File: src/rtl/octree_mmio_ctrl.sv
// Memory-mapped control front end for the Octree accelerator: CSR file,
// op sequencer with timeout, and host gating of the in_out/local SRAM windows.
//
// Handshakes: mem_req_i is a one-cycle strobe with no backpressure; every
// request is accepted on the edge that samples it and read data appears on
// mem_rdata_o exactly one cycle later (0 for writes, idle cycles and refused
// accesses). Toward the Octree, csr_ctrl_o holds the op until csr_op_done_i
// echoes that op (or the timeout expires), then drops to 0 and the Octree
// must return csr_op_done_i to 0 before the next op can start.
module octree_mmio_ctrl #(
  parameter int ENC_W   = 14,
  parameter int LOD_NUM = 5,
  parameter int TIMEOUT = 4096
) (
  input  logic                   clk_i,
  input  logic                   rst_i,
  input  logic                   mem_req_i,
  input  logic                   mem_write_en_i,
  input  logic [7:0]             mem_byte_en_i,
  input  logic [63:0]            mem_addr_i,
  input  logic [63:0]            mem_wdata_i,
  output logic [63:0]            mem_rdata_o,
  output logic                   irq_o,
  output logic [1:0]             csr_ctrl_o,
  input  logic [1:0]             csr_op_done_i,
  output logic [ENC_W-1:0]       csr_pos_encode_o,
  output logic [3:0]             csr_tree_num_o,
  output logic [LOD_NUM*16-1:0]  csr_lod_param_o,
  output logic                   csr_local_sram_en_o,
  output logic                   csr_in_out_sram_en_o,
  output logic                   io_req_o,
  output logic                   io_we_o,
  output logic [63:0]            io_addr_o,
  output logic [63:0]            io_wdata_o,
  input  logic [63:0]            io_rdata_i,
  output logic                   lc_req_o,
  output logic                   lc_we_o,
  output logic [63:0]            lc_addr_o,
  output logic [63:0]            lc_wdata_o,
  input  logic [63:0]            lc_rdata_i,
  output logic [1:0]             dbg_state_o
);

  localparam int CNT_W = (TIMEOUT > 2) ? $clog2(TIMEOUT) : 1;

  typedef enum logic [1:0] {S_IDLE, S_LAUNCH, S_BUSY, S_CLEAR} state_t;
  typedef enum logic [1:0] {RD_NONE, RD_CSR, RD_IO, RD_LC} rd_sel_t;

  state_t             state_q;
  rd_sel_t            rd_sel_q;
  logic [1:0]         op_q;
  logic [CNT_W-1:0]   cnt_q;
  logic [1:0]         done_q;
  logic               doneflag_q, timeout_q, err_q, sram_en_q;
  logic [ENC_W-1:0]   pos_q;
  logic [3:0]         tree_q;
  logic [15:0]        lod_q [LOD_NUM];
  logic [63:0]        csr_rd, csr_rd_q;

  // Address bits outside the decoded window are don't-care.
  logic unused_addr_bits;
  assign unused_addr_bits = ^{mem_addr_i[63:16], mem_addr_i[2:0]};

  logic [3:0] region;
  logic [8:0] csr_idx;
  logic       is_csr, is_io, is_lc, is_unmapped, idle;
  logic       csr_wr, ctrl_wr, launch, done_hit, to_hit, err_set;
  logic [2:0] st_w1c;  // {doneflag, err, timeout}

  assign region      = mem_addr_i[15:12];
  assign csr_idx     = mem_addr_i[11:3];
  assign is_csr      = (region == 4'd0);
  assign is_io       = (region == 4'd1);
  assign is_lc       = (region == 4'd2);
  assign is_unmapped = !(is_csr || is_io || is_lc);
  assign idle        = (state_q == S_IDLE);
  assign csr_wr      = mem_req_i && mem_write_en_i && is_csr;
  assign ctrl_wr     = csr_wr && (csr_idx == 9'd0) && mem_byte_en_i[0];
  assign launch      = idle && ctrl_wr && (mem_wdata_i[1:0] != 2'd0);
  assign st_w1c      = (csr_wr && csr_idx == 9'd1 && mem_byte_en_i[0]) ? mem_wdata_i[5:3] : 3'b000;
  assign done_hit    = (state_q == S_BUSY) && (csr_op_done_i == op_q);
  assign to_hit      = (state_q == S_BUSY) && !done_hit && (cnt_q == CNT_W'(TIMEOUT - 1));
  assign err_set     = mem_req_i && ((ctrl_wr && !idle) || ((is_io || is_lc) && !sram_en_q) || is_unmapped);

  function automatic logic [63:0] be_merge(input logic [63:0] old, input logic [63:0] wd,
                                           input logic [7:0] be);
    logic [63:0] r;
    r = old;
    for (int b = 0; b < 8; b++) if (be[b]) r[b*8 +: 8] = wd[b*8 +: 8];
    return r;
  endfunction

  // Op sequencer: launch, wait for matching done code or timeout, wait for done to drop.
  always_ff @(posedge clk_i or posedge rst_i) begin
    if (rst_i) begin
      state_q    <= S_IDLE;
      csr_ctrl_o <= 2'd0;
      sram_en_q  <= 1'b1;
      op_q       <= 2'd0;
      cnt_q      <= '0;
      done_q     <= 2'd0;
      doneflag_q <= 1'b0;
      timeout_q  <= 1'b0;
    end else begin
      doneflag_q <= done_hit || (doneflag_q && !st_w1c[2] && !launch);
      timeout_q  <= to_hit   || (timeout_q  && !st_w1c[0] && !launch);
      case (state_q)
        S_IDLE: if (launch) begin
          state_q    <= S_LAUNCH;
          op_q       <= mem_wdata_i[1:0];
          csr_ctrl_o <= mem_wdata_i[1:0];
          sram_en_q  <= 1'b0;
        end
        S_LAUNCH: begin
          state_q <= S_BUSY;
          cnt_q   <= '0;
        end
        S_BUSY: begin
          if (done_hit) begin
            state_q    <= S_CLEAR;
            csr_ctrl_o <= 2'd0;
            done_q     <= csr_op_done_i;
          end else if (to_hit) begin
            state_q    <= S_CLEAR;
            csr_ctrl_o <= 2'd0;
          end else begin
            cnt_q <= cnt_q + CNT_W'(1);
          end
        end
        default: if (csr_op_done_i == 2'd0) begin
          state_q   <= S_IDLE;
          sram_en_q <= 1'b1;
        end
      endcase
    end
  end

  // Sticky error flag; a new error in the same cycle as its W1C wins.
  always_ff @(posedge clk_i or posedge rst_i) begin
    if (rst_i) err_q <= 1'b0;
    else       err_q <= err_set || (err_q && !st_w1c[1]);
  end

  // Configuration registers, byte-enabled writes, writable regardless of state.
  always_ff @(posedge clk_i or posedge rst_i) begin
    if (rst_i) begin
      pos_q  <= '0;
      tree_q <= 4'd0;
      for (int i = 0; i < LOD_NUM; i++) lod_q[i] <= 16'd0;
    end else if (csr_wr) begin
      if (csr_idx == 9'd2) pos_q  <= ENC_W'(be_merge(64'(pos_q), mem_wdata_i, mem_byte_en_i));
      if (csr_idx == 9'd3) tree_q <= 4'(be_merge({60'd0, tree_q}, mem_wdata_i, mem_byte_en_i));
      for (int i = 0; i < LOD_NUM; i++)
        if (csr_idx == 9'(4 + i)) lod_q[i] <= 16'(be_merge({48'd0, lod_q[i]}, mem_wdata_i, mem_byte_en_i));
    end
  end

  // CSR read value for the addressed register.
  always_comb begin
    csr_rd = 64'd0;
    case (csr_idx)
      9'd1: csr_rd = {58'd0, doneflag_q, err_q, timeout_q, !idle, done_q};
      9'd2: csr_rd = 64'(pos_q);
      9'd3: csr_rd = {60'd0, tree_q};
      default:
        for (int i = 0; i < LOD_NUM; i++)
          if (csr_idx == 9'(4 + i)) csr_rd = {48'd0, lod_q[i]};
    endcase
  end

  // Read pipeline: remember which source answers next cycle.
  always_ff @(posedge clk_i or posedge rst_i) begin
    if (rst_i) begin
      rd_sel_q <= RD_NONE;
      csr_rd_q <= 64'd0;
    end else if (mem_req_i && !mem_write_en_i) begin
      csr_rd_q <= csr_rd;
      if (is_csr)                 rd_sel_q <= RD_CSR;
      else if (is_io && sram_en_q) rd_sel_q <= RD_IO;
      else if (is_lc && sram_en_q) rd_sel_q <= RD_LC;
      else                        rd_sel_q <= RD_NONE;
    end else begin
      rd_sel_q <= RD_NONE;
    end
  end

  // Read data mux and live outputs.
  always_comb begin
    mem_rdata_o = 64'd0;
    case (rd_sel_q)
      RD_CSR:  mem_rdata_o = csr_rd_q;
      RD_IO:   mem_rdata_o = io_rdata_i;
      RD_LC:   mem_rdata_o = lc_rdata_i;
      default: mem_rdata_o = 64'd0;
    endcase
    csr_lod_param_o = '0;
    for (int i = 0; i < LOD_NUM; i++) csr_lod_param_o[i*16 +: 16] = lod_q[i];
  end

  assign irq_o                = doneflag_q || timeout_q;
  assign csr_pos_encode_o     = pos_q;
  assign csr_tree_num_o       = tree_q;
  assign csr_local_sram_en_o  = sram_en_q;
  assign csr_in_out_sram_en_o = sram_en_q;
  assign dbg_state_o          = state_q;

  // SRAM windows: forwarded in the request cycle only while the host owns them.
  assign io_req_o   = mem_req_i && is_io && sram_en_q;
  assign io_we_o    = io_req_o && mem_write_en_i;
  assign io_addr_o  = {55'd0, csr_idx};
  assign io_wdata_o = mem_wdata_i;
  assign lc_req_o   = mem_req_i && is_lc && sram_en_q;
  assign lc_we_o    = lc_req_o && mem_write_en_i;
  assign lc_addr_o  = {55'd0, csr_idx};
  assign lc_wdata_o = mem_wdata_i;

endmodule

File: config.mk
export PLATFORM = sky130hd
export DESIGN_NAME = octree_mmio_ctrl
export DESIGN_NICKNAME = d
export VERILOG_FILES = /design/src/rtl/octree_mmio_ctrl.sv
export SDC_FILE = /design/constraint.sdc
export NUM_CORES = 1
export LEC_CHECK = 0
export ABC_AREA = 0
export BUFFER_PORTS_ARGS = -buffer_cell sky130_fd_sc_hd__buf_2
export CAP_MARGIN = 10
export CELL_PAD_IN_SITES_DETAIL_PLACEMENT = 1
export CELL_PAD_IN_SITES_GLOBAL_PLACEMENT = 1
export CORE_AREA = 5 5 269 271
export CTS_CLUSTER_SIZE = 10
export DETAILED_ROUTE_END_ITERATION = 10
export DIE_AREA = 0 0 274 276
export GPL_TIMING_DRIVEN = 1
export PLACE_DENSITY = 0.53
export SYNTH_ARGS = -nofsm -noshare
export SYNTH_HDL_FRONTEND = slang
export SYNTH_SLANG_ARGS = --single-unit
File: constraint.sdc
create_clock -name clk_i -period 6 [get_ports clk_i]
set_input_delay 1.2 -clock clk_i [delete_from_list [all_inputs] [get_ports clk_i]]
set_output_delay 1.2 -clock clk_i [all_outputs]
set_load 0.005 [all_outputs]
==> impl_metrics.env, run 1 <==
export IMPL_required_ns=4.80
export IMPL_seq_area_frac_synth=0.357
export IMPL_fmax_mhz=256
export IMPL_startpoint_type="flop"
export IMPL_grt_util_met1=0.140
export IMPL_grt_overflow=0
export IMPL_ys_ff_latch=140
export IMPL_cts_tree="built"
export IMPL_setup_ws_ns=2.09
export IMPL_min_period_over_period=0.651
export IMPL_slew_headroom=0.366
export IMPL_crit_path_top_delay_cell="dfrtp_4"
export IMPL_critPathMaxFanout=39
export IMPL_path_cells="buf_4 > mux2_2 > a22o_1 > buf_2"
export IMPL_synth_main_ff_cell="dfrtp_1"
export IMPL_area_delta_synth_final_pct=21.8
export IMPL_critPathArrivalTime_ns=2.71
export IMPL_power_leakage_nw=5.83
export IMPL_ir_worst_vdd_uv=197
export IMPL_ys_async_sr_fraction=1.00
export IMPL_critical_path_class="reg2out"
export IMPL_drc=0
export IMPL_initial_core_util=0.141
export IMPL_place_inst=2137
export IMPL_antenna_left=0
export IMPL_whs_path_depth=2
export IMPL_r2r_end="cnt_q[9]"
export IMPL_holdBufCountCts=0
export IMPL_setup_tns_ns=0
export IMPL_mostFrequentLayoutCell="buf_2"
export IMPL_dpl_hpwl_mm=41.8
export IMPL_drt_initial_drc_count=283
export IMPL_rr_startpoint="dbg_state_o[0]"
export IMPL_grtUsageMet3=0.0388
export IMPL_r2r_worst_path_cells=6
export IMPL_use_met2=0.224
export IMPL_finalSetupViolations=0
export IMPL_cts_sinks=140
export IMPL_grt_max_degree=82
export IMPL_grt_pass1_wl_mm=68.0
export IMPL_final_cell_mix="387 x buf_2, 137 x dfrtp_1, 120 x mux2_2"
export IMPL_first_pass_iters=4
export IMPL_io_pins=699
export IMPL_post_cts_buffers=0
export IMPL_finalCriticalPeriod_ns=3.91
export IMPL_syn_avg_cell_area_sq_um=9.95
export IMPL_place_ws_ns=1.83
export IMPL_ys_types=58
export IMPL_dieArea_sq_um=75600
export IMPL_tightestPinTransition_ns=0.943
export IMPL_syn_cell_area_sq_um=9830
export IMPL_via_per_inst=3.70
export IMPL_ctsResizeCount=0
export IMPL_antenna_found_initial=7
export IMPL_yosysWarnings=0
export IMPL_min_to="csr_rd_q[11]"
export IMPL_placement_io_buffers=387
export IMPL_die_h_microns=276
export IMPL_gr_usage_all_layers=0.124
export IMPL_run_status="complete, no violations"
export IMPL_synthCells=988
export IMPL_clock_root_buffer="clkbuf_16"
export IMPL_finalPower_mw=2.61
export IMPL_postLayoutCellArea_sq_um=12000
export IMPL_finalHoldViolations=0
export IMPL_avgRoutedWirePerCell_microns=22.9
export IMPL_clk_path_buf_depth=2
export IMPL_clock_latency_ns=0.44
export IMPL_cts_made_buffers=17
export IMPL_clkTransAtPathRegs_ns=0.08
export IMPL_grt_pass1_vias=8645
export IMPL_core_sq_um=69500
export IMPL_holdCritStartpoint="csr_rd_q[11]"
export IMPL_stdcell_count=2173
export IMPL_r2r_slack_ns=3.58
export IMPL_nets=1490
export IMPL_vias=8044
export IMPL_dieWidth_microns=274
export IMPL_cp_slowest_stage_delay_ns=0.73
export IMPL_rsz0062_at_grt="false"
export IMPL_placed_cell_area_sq_um=11400
export IMPL_grt_most_used_layer="met2"
export IMPL_row_count=97
export IMPL_cts_htree_levels=4
export IMPL_drive_gt1_frac=0.469
export IMPL_critPathCaptureType="output port"
export IMPL_min_path_type="reg2reg"
export IMPL_slew_violations=0
export IMPL_cap_violations=0
export IMPL_gp_congestion=0.769
export IMPL_p_per_area_nw_per_um2=218
export IMPL_n_fill_cell=8317
export IMPL_finalClockSkew_ns=0.0157
export IMPL_synth_edf_count=0
export IMPL_wl_mm=49.7
[per-stage QoR]
stage | hold WS (ns) | util
floorplan | 0.450 | -
global placement | 0.484 | 0.163
detailed placement | 0.506 | 0.163
CTS | 0.522 | 0.172
global route | 0.537 | 0.172
finish | 0.519 | 0.172
[metal layers]
| metal | vias up | part of all wire |
|---|---|---|
| met2 | 450 | 0.50 |
| met3 | 47 | 0.088 |
| met1 | 3962 | 0.38 |
| li1 | 3579 | - |
| met4 | 6 | 0.027 |
| met5 | - | 0.0011 |
[power by group]
group | internal, mW | switching (mW) | leakage, nW
clock | 0.669 | 0.448 | 0.295
combinational | 0.175 | 0.295 | 3.62
sequential | 0.979 | 0.0410 | 1.92
total | 1.82 | 0.784 | 5.83
[registers in the layout, summed over array words and instances (netlist names)]
register              cells
done_q                    2
csr_tree_num_o            4
op_q                      2
csr_rd_q                 16
csr_ctrl_o                2
cnt_q                    12
rd_sel_q                  2
doneflag_q                1
csr_in_out_sram_en_o      1
dbg_state_o               2
timeout_q                 1
csr_pos_encode_o         14
err_q                     1
csr_lod_param_o          80
[synth_stat cells (4+ instances only)]
cell type,number,area (sq um)
ha_1,4,50.1
and3_1,4,25.0
dfrtp_1,139,3480
o221ai_1,12,105
buf_4,257,1930
nand2_1,45,169
buf_1,6,22.5
nand3_1,14,70.1
mux2_2,120,1350
a22oi_1,10,75.1
clkbuf_1,29,109
nor4_1,9,56.3
and2_1,4,25.0
nor2b_1,54,338
a221oi_1,4,35.0
nand2b_1,7,43.8
nor2_2,7,43.8
mux2i_1,50,500
o21ai_0,32,160
buf_2,5,25.0
inv_1,7,26.3
o31ai_1,9,67.6
o22ai_1,14,87.6
nor3_1,7,35.0
a21oi_1,29,145
xor2_1,4,35.0
nor2_1,31,116
nand4_1,4,25.0
a22o_1,17,149
nor3b_1,4,30.0
a211oi_1,5,37.5
[critical path: cells and delay by family (launching register included)]
family                 cells  cell delay, ns
AOI/OAI and AO/OA          1            0.21
buffers and inverters      2            0.75
DFF                        1            0.73
muxes                      1            0.51
[worst max path at each step]
stage | from | to | cells past startpoint
final | rd_sel_q[0] | mem_rdata_o[7] | 4
after global routing | rd_sel_q[0] | mem_rdata_o[6] | 4
after CTS | rd_sel_q[0] | mem_rdata_o[6] | 4
after detailed placement | mem_addr_i[8] | csr_rd_q[8] | 6
after global placement | mem_addr_i[8] | csr_lod_param_o[68] | 6
after floorplan | rst_i | cnt_q[0] | 1
[area by class of cell]
class,instances,area [sq um],share of cell area
clock buffer,19,443,0.0370
multi-input combinational,652,4620,0.386
tap,940,1180,0.0983
timing repair buffer,397,2010,0.168
clock inverter,13,164,0.0137
inverter,8,35.0,0.00293
antenna,4,10.0,0.000836
sequential,140,3510,0.293
[kinds of logic after synthesis]
kind of cell,count (synthesis),synth area share
mux,171,0.190
fa+ha+maj,4,0.00509
buf+inv,305,0.215
xor+xnor,5,0.00446
simple gates,214,0.127
flops,140,0.357
other cells,1,0.000382
compound gates,148,0.101
(Power assumes the default switching activity.)
==> run 2, diff against run 1 <==
--- a/config.mk
+++ b/config.mk
@@ -10,12 +10,12 @@
 export CAP_MARGIN = 10
 export CELL_PAD_IN_SITES_DETAIL_PLACEMENT = 1
 export CELL_PAD_IN_SITES_GLOBAL_PLACEMENT = 1
-export CORE_AREA = 5 5 269 271
+export CORE_AREA = 5 5 271 273
 export CTS_CLUSTER_SIZE = 10
 export DETAILED_ROUTE_END_ITERATION = 10
-export DIE_AREA = 0 0 274 276
+export DIE_AREA = 0 0 276 278
 export GPL_TIMING_DRIVEN = 1
-export PLACE_DENSITY = 0.53
+export PLACE_DENSITY = 0.55
 export SYNTH_ARGS = -nofsm -noshare
 export SYNTH_HDL_FRONTEND = slang
 export SYNTH_SLANG_ARGS = --single-unit
==> constraint.sdc (replaced) <==
create_clock -name clk_i -period 3.3 [get_ports clk_i]
set_input_delay 0.66 -clock clk_i [delete_from_list [all_inputs] [get_ports clk_i]]
set_output_delay 0.66 -clock clk_i [all_outputs]
set_load 0.005 [all_outputs]
==> run 2 against run 1 <==
Effect of this change: sequential share of layout area down 0.49 points; core utilization hardly changed; wire length is 5.4% higher; highest routed layer is now met4; total power up 80%; clock skew shrank 0.0053 ns; combinational power grew 95%; clock power grew 73%; worst hold slack got worse by 0.42 ns; via count grew 1.1%; final cell count grew 1.5%.
==> impl_metrics.env, run 2 (synthesis results as in run 1) <==
export IMPL_finalPower_mw=4.70
export IMPL_drc=0
export IMPL_clkTransAtPathRegs_ns=0.07
export IMPL_die_h_microns=278
export IMPL_stdcell_count=2206
export IMPL_ctsResizeCount=0
export IMPL_clock_latency_ns=0.44
export IMPL_clock_root_buffer="clkbuf_16"
export IMPL_min_period_over_period=0.919
export IMPL_slew_headroom=0.523
export IMPL_drt_initial_drc_count=330
export IMPL_finalHoldViolations=0
export IMPL_r2r_end="dbg_state_o[1]"
export IMPL_cap_violations=0
export IMPL_slew_violations=0
export IMPL_grt_pass1_vias=8703
export IMPL_finalClockSkew_ns=0.0104
export IMPL_final_cell_mix="387 x buf_2, 137 x dfrtp_1, 120 x mux2_2"
export IMPL_critPathCaptureType="output port"
export IMPL_endpoint="mem_rdata_o[48]"
export IMPL_n_fill_cell=8445
export IMPL_avgRoutedWirePerCell_microns=23.7
export IMPL_fmax_mhz=330
export IMPL_post_cts_buffers=0
export IMPL_drive_gt1_frac=0.479
export IMPL_setup_tns_ns=0
export IMPL_row_count=98
export IMPL_cts_made_buffers=17
export IMPL_grt_max_degree=101
export IMPL_initial_core_util=0.139
export IMPL_critPathMaxFanout=34
export IMPL_run_status="complete, no violations"
export IMPL_ff_latch_area_sq_um=3510
export IMPL_core_sq_um=70900
export IMPL_multiInputGateArea_sq_um=4620
export IMPL_rr_startpoint="cnt_q[0]"
export IMPL_dpl_hpwl_mm=44.9
export IMPL_r2r_slack_ns=1.02
export IMPL_cts_htree_levels=4
export IMPL_dieArea_sq_um=76700
export IMPL_gp_congestion=0.907
export IMPL_critPathArrivalTime_ns=2.37
export IMPL_via_per_inst=3.69
export IMPL_crit_path_start="rd_sel_q[0]"
export IMPL_io_pins=699
export IMPL_gr_usage_all_layers=0.130
export IMPL_cts_sinks=140
export IMPL_largest_reg_flops=80
export IMPL_grt_pass1_wl_mm=72.0
export IMPL_rsz0062_at_grt="false"
export IMPL_finalCriticalPeriod_ns=3.03
export IMPL_nets=1514
export IMPL_antenna_left=0
export IMPL_first_pass_iters=4
export IMPL_cts_tree="built"
export IMPL_min_path_type="in2async"
export IMPL_grt_overflow=0
export IMPL_vias=8136
export IMPL_setup_ws_ns=0.268
export IMPL_power_leakage_nw=5.95
export IMPL_dieWidth_microns=276
export IMPL_ir_worst_vdd_uv=342
export IMPL_tightestPinTransition_ns=0.715
export IMPL_p_per_area_nw_per_um2=386
export IMPL_place_ws_ns=0.206
export IMPL_mostFrequentLayoutCell="buf_2"
export IMPL_clk_path_buf_depth=2
export IMPL_placement_io_buffers=387
export IMPL_holdBufCountCts=0
export IMPL_wl_mm=52.4
export IMPL_area_delta_synth_final_pct=23.8
export IMPL_r2r_worst_path_cells=6
export IMPL_startpoint_type="flop"
export IMPL_antenna_found_initial=1
export IMPL_critical_path_class="reg2out"
export IMPL_required_ns=2.64
export IMPL_place_inst=2171
export IMPL_finalSetupViolations=0
==> run 2: area by class of cell <==
cell class / count / share of cell area
clock buffers: 19 / 0.0364
clock inverters: 13 / 0.0115
multi-input cells: 652 / 0.380
flip-flops and latches: 140 / 0.288
diodes: 3 / 0.000617
repair buffers: 421 / 0.183
well taps: 950 / 0.0977
inverters: 8 / 0.00278
==> run 2: stage by stage <==
stage          area, sq um   util  hold WS [ns]
4_1_cts              12200  0.172        0.0744
6_report             12200  0.172         0.100
3_3_place_gp         11600  0.163         0.482
2_1_floorplan        10200      -         0.450
5_1_grt              12200  0.172        0.0922
3_5_place_dp         11600  0.163         0.499
==> run 2: how the worst min path moves through the flow <==
stage	end	slack (ns)	cells past startpoint
2_1_floorplan	csr_rd_q[14]	0.45	2
3_3_place_gp	cnt_q[6]	0.48	1
3_5_place_dp	done_q[1]	0.50	1
4_1_cts	rd_sel_q[0]	0.07	2
5_1_grt	rd_sel_q[0]	0.09	2
6_report	rd_sel_q[0]	0.10	2
==> run 2: per-layer routing <==
| metal | routed length (microns) | global-route usage | vias up | share of wire |
|---|---|---|---|---|
| met1 | 20200 | 0.145 | 4084 | 0.39 |
| met2 | 28300 | 0.250 | 413 | 0.54 |
| li1 | - | - | 3614 | - |
| met5 | 0 | 0 | - | 0 |
| met3 | 3400 | 0.0357 | 25 | 0.065 |
| met4 | 512 | 0.0213 | 0 | 0.0098 |
==> run 2: critical path: stages, from the launching register on <==
cell     delay (ns)
dfrtp_4        0.65
buf_12         0.28
buf_4          0.21
mux2i_1        0.48
nor2b_1        0.09
buf_2          0.20
==> run 2: power by group <==
group | switching, mW | internal (mW) | leakage, nW
clock | 0.800 | 1.14 | 0.288
sequential | 0.0714 | 1.78 | 1.92
combinational | 0.575 | 0.340 | 3.74
==> run 3, diff against run 2 <==
--- a/config.mk
+++ b/config.mk
@@ -11,11 +11,12 @@
 export CELL_PAD_IN_SITES_DETAIL_PLACEMENT = 1
 export CELL_PAD_IN_SITES_GLOBAL_PLACEMENT = 1
 export CORE_AREA = 5 5 271 273
-export CTS_CLUSTER_SIZE = 10
+export CTS_BUF_LIST = sky130_fd_sc_hd__clkbuf_2 sky130_fd_sc_hd__clkbuf_4 sky130_fd_sc_hd__clkbuf_8
 export DETAILED_ROUTE_END_ITERATION = 10
 export DIE_AREA = 0 0 276 278
 export GPL_TIMING_DRIVEN = 1
 export PLACE_DENSITY = 0.55
+export SKIP_CTS_REPAIR_TIMING = 1
 export SYNTH_ARGS = -nofsm -noshare
 export SYNTH_HDL_FRONTEND = slang
 export SYNTH_SLANG_ARGS = --single-unit
==> run 3 against run 2 <==
Effect of this change: global-route usage barely moved; cell area decreased by 1.5%; sequential power barely moved; clock-buffer cell count stayed put; worst hold slack worse by 0.058 ns; largest power group is now sequential cells.
==> impl_metrics.env, run 3 (synthesis results as in run 1) <==
export IMPL_dieArea_sq_um=76700
export IMPL_critical_path_class="reg2out"
export IMPL_seqPwrFrac=0.438
export IMPL_drc=0
export IMPL_finalClockSkew_ns=0.0149
export IMPL_initial_core_util=0.139
export IMPL_tightestPinTransition_ns=0.712
export IMPL_die_h_microns=278
export IMPL_startpoint_type="flop"
export IMPL_first_pass_iters=4
export IMPL_dieWidth_microns=276
export IMPL_vias=8154
export IMPL_rsz0062_at_grt="false"
export IMPL_finalSetupViolations=0
export IMPL_fmax_mhz=327
export IMPL_gr_usage_all_layers=0.130
export IMPL_mostFrequentLayoutCell="buf_2"
export IMPL_r2r_worst_path_cells=6
export IMPL_grt_pass1_wl_mm=72.1
export IMPL_cts_htree_levels=4
export IMPL_critPathCaptureType="output port"
export IMPL_p_int_mw=2.82
export IMPL_drive_gt1_frac=0.480
export IMPL_min_path_type="in2async"
export IMPL_clock_latency_ns=0.48
export IMPL_stdcell_count=2206
export IMPL_required_ns=2.64
export IMPL_largest_reg_flops=80
export IMPL_area_delta_synth_final_pct=21.9
export IMPL_p_sw_frac=0.331
export IMPL_r2r_end="dbg_state_o[1]"
export IMPL_run_status="complete, no violations"
export IMPL_antenna_left=0
export IMPL_finalHoldViolations=0
export IMPL_critPathMaxFanout=34
export IMPL_grt_max_degree=101
export IMPL_setup_tns_ns=0
export IMPL_io_pins=699
export IMPL_combPwrFrac=0.218
export IMPL_p_clk_frac=0.344
export IMPL_power_leakage_nw=5.87
export IMPL_cts_sinks=140
export IMPL_nets=1514
export IMPL_row_count=98
export IMPL_multiInputGateArea_sq_um=4620
export IMPL_cap_violations=0
export IMPL_min_period_over_period=0.926
export IMPL_final_cell_mix="387 x buf_2, 137 x dfrtp_1, 120 x mux2_2"
export IMPL_placement_io_buffers=387
export IMPL_cts_tree="built"
export IMPL_crit_path_start="rd_sel_q[0]"
export IMPL_p_sw_mw=1.39
export IMPL_rr_startpoint="cnt_q[0]"
export IMPL_drt_initial_drc_count=331
export IMPL_cts_made_buffers=17
export IMPL_gp_congestion=0.907
export IMPL_r2r_slack_ns=1.01
export IMPL_finalCriticalPeriod_ns=3.06
export IMPL_slew_headroom=0.526
export IMPL_ir_worst_vdd_uv=244
export IMPL_clk_path_buf_depth=2
export IMPL_clock_root_buffer="clkbuf_8"
export IMPL_wl_mm=52.4
export IMPL_grt_overflow=0
export IMPL_via_per_inst=3.70
export IMPL_dpl_hpwl_mm=44.9
export IMPL_n_fill_cell=8470
export IMPL_ff_latch_area_sq_um=3510
export IMPL_critPathArrivalTime_ns=2.40
export IMPL_grt_pass1_vias=8708
export IMPL_slew_violations=0
export IMPL_antenna_found_initial=2
export IMPL_place_inst=2171
export IMPL_clkTransAtPathRegs_ns=0.10
export IMPL_core_sq_um=70900
export IMPL_p_per_area_nw_per_um2=352
export IMPL_avgRoutedWirePerCell_microns=23.8
==> run 3: cell counts in the layout (fill, tap and decap cells not counted) <==
Identical to the previous run, type by type.
==> run 3: worst max-delay path, stage by stage, from the launching register on <==
cell     delay, ns
dfrtp_4       0.66
buf_12        0.28
buf_4         0.21
mux2i_1       0.45
nor2b_1       0.09
buf_2         0.20
==> run 3: cell type report <==
class | count | share of cell area
antenna | 3 | 0.000626
clock buffer | 19 | 0.0213
clock inverter | 13 | 0.0117
inverter | 8 | 0.00282
multi-input combinational | 652 | 0.385
sequential | 140 | 0.293
tap | 950 | 0.0992
timing repair buffer | 421 | 0.186
==> run 3: worst max-delay path by stage <==
stage	cells after the start	endpoint
floorplan	1	cnt_q[0]
global placement	5	doneflag_q
detailed placement	5	doneflag_q
CTS	5	mem_rdata_o[48]
global route	5	mem_rdata_o[34]
finish	5	mem_rdata_o[48]
==> run 3: per-stage QoR <==
| step | hold WS [ns] | setup slack [ns] | util | instance area (sq um) | power [mW] |
|---|---|---|---|---|---|
| 3_5_place_dp | 0.499 | 0.206 | 0.163 | 11600 | 2.82 |
| 2_1_floorplan | 0.450 | 0.892 | - | 10200 | 2.56 |
| 3_3_place_gp | 0.482 | 0.241 | 0.163 | 11600 | 2.80 |
| 4_1_cts | 0.00712 | 0.149 | 0.169 | 12000 | 4.29 |
| 5_1_grt | 0.0233 | 0.0968 | 0.169 | 12000 | 4.44 |
| 6_report | 0.0426 | 0.243 | 0.169 | 12000 | 4.22 |
==> run 3: per-layer routing <==
metal	GRT usage	vias up	wire length, microns
li1	-	3614	-
met1	0.146	4067	20300
met2	0.249	441	28300
met3	0.0343	32	3350
met4	0.0228	0	533
met5	0	-	0
==> run 3: power by group through the flow <==
stage | registers (mW) | logic [mW] | clock network [mW]
after global routing | 1.86 | 1.02 | 1.57
after detailed placement | 1.88 | 0.931 | 0
after floorplan | 1.86 | 0.707 | 0
after global placement | 1.88 | 0.921 | 0
final | 1.85 | 0.919 | 1.45
after CTS | 1.85 | 0.935 | 1.50
